--- config.mk ---
export PLATFORM = sky130hd
export DESIGN_NAME = mdu
export DESIGN_NICKNAME = d
export VERILOG_FILES = /design/src/rtl/mdu.sv
export SDC_FILE = /design/constraint.sdc
export NUM_CORES = 2
export LEC_CHECK = 0
export BUFFER_PORTS_ARGS = -buffer_cell sky130_fd_sc_hd__buf_2
export CAP_MARGIN = 20
export CORE_ASPECT_RATIO = 2
export CORE_MARGIN = 2
export CORE_UTILIZATION = 30
export DETAILED_ROUTE_END_ITERATION = 12
export PLACE_DENSITY = 0.47
export SLEW_MARGIN = 10
export SYNTH_ARGS = -nofsm -noshare
export SYNTH_HDL_FRONTEND = slang
export SYNTH_SLANG_ARGS = --single-unit
--- constraint.sdc ---
create_clock -name clk -period 7.5 [get_ports clk]
set_clock_uncertainty 0.15 [all_clocks]
set_input_delay 0 -clock clk [delete_from_list [all_inputs] [get_ports clk]]
set_output_delay 0 -clock clk [all_outputs]
set_load 0.05 [all_outputs]
--- src/rtl/mdu.sv ---
// MDU: HI/LO multiply-divide unit with a 32-cycle restoring divider and MTHI/MTLO/MFHI/MFLO access.
// Define MDU_ITER_MULT_EN to run MULT/MULTU through the shared 32-cycle shift-add path.
module mdu (
   input  logic        clk,
   input  logic        rst,
   input  logic        in_valid,
   input  logic        mult,
   input  logic        div,
   input  logic        mdsign,
   input  logic [1:0]  hilowen,
   input  logic [1:0]  hiloren,
   input  logic [31:0] rega,
   input  logic [31:0] regb,
   input  logic        ex_flush,
   output logic        stall,
   output logic        busy,
   output logic [31:0] hi,
   output logic [31:0] lo,
   output logic [31:0] rdata
);
   typedef enum logic [1:0] {IDLE, CALC, DONE} state_e;

   state_e      state_q, state_d;
   logic [4:0]  count_q, count_d;
   logic [31:0] opA_q, opA_d;
   logic [31:0] opB_q, opB_d;
   logic [31:0] acc_q, acc_d;
   logic        negLo_q, negLo_d;
   logic        negHi_q, negHi_d;
   logic        isMult_q, isMult_d;
   logic [31:0] hi_q, hi_d;
   logic [31:0] lo_q, lo_d;

   logic        iterOp;
   logic        fastMultWe;
   logic [63:0] fastProduct;
   logic        signA, signB;
   logic [31:0] magA, magB;
   logic        idleLive, accept;
   logic [32:0] trial, mulSum;
   logic        trialGeq;
   logic [63:0] product, productSigned;
   logic [31:0] quot, rem;

`ifdef MDU_ITER_MULT_EN
   assign iterOp      = div | mult;
   assign fastMultWe  = 1'b0;
   assign fastProduct = 64'd0;
`else
   logic [63:0] extA, extB;
   assign iterOp      = div;
   assign fastMultWe  = mult & ~div;
   assign extA        = {{32{mdsign & rega[31]}}, rega};
   assign extB        = {{32{mdsign & regb[31]}}, regb};
   assign fastProduct = extA * extB;
`endif

   assign busy  = (state_q != IDLE);
   assign stall = ~rst & in_valid & iterOp & (state_q != DONE) & ~ex_flush;
   assign hi    = hi_q;
   assign lo    = lo_q;
   assign rdata = hiloren[1] ? hi_q : (hiloren[0] ? lo_q : 32'd0);

   // Datapath works on magnitudes; signs are restored once, in DONE.
   always_comb begin
      signA         = mdsign & rega[31];
      signB         = mdsign & regb[31];
      magA          = signA ? (32'd0 - rega) : rega;
      magB          = signB ? (32'd0 - regb) : regb;
      idleLive      = (state_q == IDLE) & in_valid & ~ex_flush;
      accept        = idleLive & iterOp;
      trial         = {acc_q, opA_q[31]};
      trialGeq      = (trial >= {1'b0, opB_q});
      mulSum        = {1'b0, acc_q} + (opA_q[0] ? {1'b0, opB_q} : 33'd0);
      product       = {acc_q, opA_q};
      productSigned = negLo_q ? (64'd0 - product) : product;
      quot          = negLo_q ? (32'd0 - opA_q) : opA_q;
      rem           = negHi_q ? (32'd0 - acc_q) : acc_q;
   end

   always_comb begin
      state_d  = state_q;
      count_d  = count_q;
      opA_d    = opA_q;
      opB_d    = opB_q;
      acc_d    = acc_q;
      negLo_d  = negLo_q;
      negHi_d  = negHi_q;
      isMult_d = isMult_q;
      hi_d     = hi_q;
      lo_d     = lo_q;
      case (state_q)
         IDLE: begin
            if (accept) begin
               state_d  = CALC;
               count_d  = 5'd0;
               opA_d    = magA;
               opB_d    = magB;
               acc_d    = 32'd0;
               negLo_d  = signA ^ signB;
               negHi_d  = signA;
               isMult_d = ~div;
            end else if (idleLive & fastMultWe) begin
               hi_d = fastProduct[63:32];
               lo_d = fastProduct[31:0];
            end else if (idleLive & ~mult & ~div) begin
               if (hilowen[0]) lo_d = rega;
               if (hilowen[1]) hi_d = rega;
            end
         end
         CALC: begin
            if (ex_flush) begin
               state_d = IDLE;
            end else begin
               count_d = count_q + 5'd1;
               if (isMult_q) begin
                  acc_d = mulSum[32:1];
                  opA_d = {mulSum[0], opA_q[31:1]};
               end else begin
                  acc_d = trialGeq ? (trial[31:0] - opB_q) : trial[31:0];
                  opA_d = {opA_q[30:0], trialGeq};
               end
               if (count_q == 5'd31) state_d = DONE;
            end
         end
         DONE: begin
            state_d = IDLE;
            if (!ex_flush) begin
               if (isMult_q) begin
                  hi_d = productSigned[63:32];
                  lo_d = productSigned[31:0];
               end else begin
                  hi_d = rem;
                  lo_d = quot;
               end
            end
         end
         default: state_d = IDLE;
      endcase
   end

   always_ff @(posedge clk or posedge rst) begin
      if (rst) begin
         state_q  <= IDLE;
         count_q  <= 5'd0;
         opA_q    <= 32'd0;
         opB_q    <= 32'd0;
         acc_q    <= 32'd0;
         negLo_q  <= 1'b0;
         negHi_q  <= 1'b0;
         isMult_q <= 1'b0;
         hi_q     <= 32'd0;
         lo_q     <= 32'd0;
      end else begin
         state_q  <= state_d;
         count_q  <= count_d;
         opA_q    <= opA_d;
         opB_q    <= opB_d;
         acc_q    <= acc_d;
         negLo_q  <= negLo_d;
         negHi_q  <= negHi_d;
         isMult_q <= isMult_d;
         hi_q     <= hi_d;
         lo_q     <= lo_d;
      end
   end
endmodule
==> metrics.md <==
| Metric | Value |
|---|---|
| Root buf cell | clkbuf_16 |
| Worst Tran Pin Value | ~1200 ps |
| Largest area contributor in the netlist | fa_1 |
| Crit. End Element | register |
| Vias | 45300 |
| Post-synthesis cell type count | 80 |
| Total clock sinks | 170 |
| Number of global-route vias before repair | ~50000 |
| Fill cell count | around 18000 |
| First-pass GRT wire length | approximately 330000 um |
| Syn_nets | approximately 7700 |
| FFs w/ async S/R, synth | 1.00 |
| CTS tree | done |
| Final min period | ~7400 ps |
| Vias per inst | roughly 5.0 |
| Fin util | 0.357 |
| DR DRC count | 0 |
| CTS buffer count | 17 |
| DR pass1 iterations | 6 |
| Mapped cell area | 52900 um2 |
| Post-synth top flop | dfrtp_1 |
| Reg clk slew, reported paths | around 80 ps |
| Number of synthesized flops with an enable pin | 0 |
| #FFs+latches synth | 170 |
| Area of the core | around 170000 um2 |
| Total grt overflow | 0 |
| GR Util All Layers | 0.255 |
| Hpwl dp | between 150000 and 200000 um |
| GR Util met1 | 0.241 |
| Post-route cell area | around 62000 um2 |
| Initial DRC count | about 2700 |
| H-Tree Level Count | 4 |
| Final worst path period share | 0.993 |
| Avg Inst Size Synth | roughly 8.5 um2 |
| IO Port Bufs | 172 |
| Placed Area | roughly 60000 um2 |
| Site Rows | roughly 220 |
| Initial Utilization | 0.302 |
| Final setup vio count | 0 |
| Fmax | about 130 MHz |
| GRT met2 Usage | 0.480 |
| RSZ-0062 raised after global routing | yes |
| Critical Path Source Type | primary input |
| Status | finished clean |
| Max-slew violation count | 0 |
| Clock buffer depth | 2 |
| Pin count of the biggest net entering global routing | between 80 and 90 |
| Worst-path maximum fanout | 14 |
| Peak per-stage delay on the critical path | 530 ps |
| Die height | approximately 600 um |
| Max-cap viol count | 0 |
| Initial antenna violation count | 23 |
| Sequential fraction of the synthesis area | 0.0805 |
| GRT busiest layer | met2 |
| Worst-Skew Late Latency | ~480 ps |
| I/O pins | around 170 |
| Most used cell, CP | fa_1 |
| Post-Syn Instances | ~6200 |
| Ys Warns | 0 |
| Area contributors post-synth | fa_1 43%, inv_1 8.4%, dfrtp_1 8.0%, nand2_1 7.6%, ha_1 6.7% |
| Fraction of layout cells with a size suffix above 1 | 0.155 |
| Hold crit path type | in -> reg |
| CP arrival | around 7600 ps |
| Rel. slew slack | 0.196 |
| Die area | 180000 um2 |
| Slowest cell on crit path | fa_1 |
| Nets | around 8200 |
| Chip width | between 300 and 400 um |
| Post-detailed-route wirelength per cell | around 25 um |
| WP data required | roughly 7700 ps |
| Synthesis-to-finish area growth | 18.2% |
| ANT nets after route | 0 |
| GP Congestion | 0.958 |
| Setup CP Type | in -> reg |
| Synth top area share | 0.427 |
| Final hold vios | 0 |
| Grt met3 use | 0.0307 |
| Final WL | 228000 um |
path summary, 6_finish.rpt:
| kind | startpoint | endpoint | slack [ps] | depth (start not counted) |
|---|---|---|---|---|
| max in group asynchronous | rst | opA_q[2]$_DFFE_PP0P_ | 5330 | 5 |
| hold reg to reg | opB_q[16]$_DFFE_PP0P_ | opB_q[16]$_DFFE_PP0P_ | 330 | 2 |
| min in group asynchronous | rst | acc_q[13]$_DFFE_PP0P_ | 550 | 4 |
| setup / recovery | rega[17] | lo[31]$_DFFE_PP0P_ | 50 | 30 |
| setup reg to reg | opB_q[2]$_DFFE_PP0P_ | acc_q[9]$_DFFE_PP0P_ | 2500 | 13 |
| hold / removal | regb[18] | opB_q[18]$_DFFE_PP0P_ | 30 | 5 |
synth_stat cells (34+ instances only):
master / instances
o211ai_1: 48
xor2_1: 92
and2_1: 351
o31ai_1: 34
nand3_1: 45
buf_1: 65
nor2_1: 211
nor3_1: 47
dfrtp_1: 170
xnor2_1: 145
o21ai_0: 318
clkbuf_1: 318
nand2_1: 1071
fa_1: 1127
inv_1: 1184
a21o_1: 58
a21oi_1: 179
ha_1: 282
mux2i_1: 43
critical path, delay by kind of cell:
family	cells	cell delay, ps
buf+inv	11	1240
fa+ha+maj	9	4350
simple gates	2	320
compound gates	7	1340
xor+xnor	1	350
area by class of cell:
class | instances | area, um2 | area share
sequential | 170 | 4260 | 0.0681
tap | 2299 | 2880 | 0.0460
clock buffer | 18 | 429 | 0.00687
timing repair buffer | 855 | 6890 | 0.110
clock inverter | 14 | 181 | 0.00290
antenna | 11 | 27.5 | 0.000441
multi-input combinational | 4456 | 43400 | 0.694
inverter | 1185 | 4460 | 0.0713
per-layer routing:
layer | wire, um | up-vias
met5 | 56 | -
met4 | 24000 | 8
met3 | 9050 | 666
met2 | 123000 | 1392
met1 | 71700 | 23200
li1 | - | 19900
kinds of logic after synthesis:
logic type | share of synthesized area
AO/OA/AOI/OAI | 0.0994
XOR/XNOR | 0.0393
multiplexers | 0.00921
AND/OR/NAND/NOR | 0.166
flip-flops | 0.0805
adder cells (fa/ha/maj) | 0.494
buffers and inverters | 0.113
per-stage QoR:
step / cells / TNS (ps) / hold WS, ps / setup slack [ps]
floorplan: 6203 / 0 / -0.0323 / 3.58
detailed placement: 8913 / -27750 / -93.9 / -1130
global placement: 8912 / -26940 / -101 / -1110
finish: 9008 / 0 / 29.3 / 53.1
global route: 9001 / -356 / 31.6 / -141
CTS: 8956 / 0 / 2.32 / 9.01
state kept, by name (all words and copies together) (netlist names), 2 cells and up:
register	count
acc_q	32
lo	32
opA_q	32
count_q	5
hi	32
opB_q	32
state_q	2
timing repair:
action | in CTS | in global routing
setup endpoints to repair | 30 | 32
buffers inserted | 2 | 36
hold endpoints to repair | 41 | 0
cloned | 0 | 3
pin swaps | 11 | 68
hold buffers | 9 | 0
resized for setup | 61 | 181
layout by cell type (no fill, tap or decap), types with 30 or more instances in the layout:
| cell | instances |
|---|---|
| inv_1 | 1172 |
| fa_1 | 1105 |
| nand2_1 | 1066 |
| buf_4 | 620 |
| and2_1 | 343 |
| o21ai_0 | 296 |
| ha_1 | 269 |
| nor2_1 | 202 |
| dfrtp_1 | 169 |
| a21oi_1 | 167 |
| xnor2_1 | 145 |
| buf_2 | 136 |
| xor2_1 | 90 |
| a21o_1 | 58 |
| o211ai_1 | 48 |
| buf_12 | 48 |
| mux2i_1 | 43 |
| nor3_1 | 41 |
| nand3_1 | 39 |
| o31ai_1 | 33 |
| nand2b_1 | 31 |
| buf_6 | 30 |
Power is not shown: default switching activity piles up to over one toggle a cycle in this logic, so the estimate is an artifact.
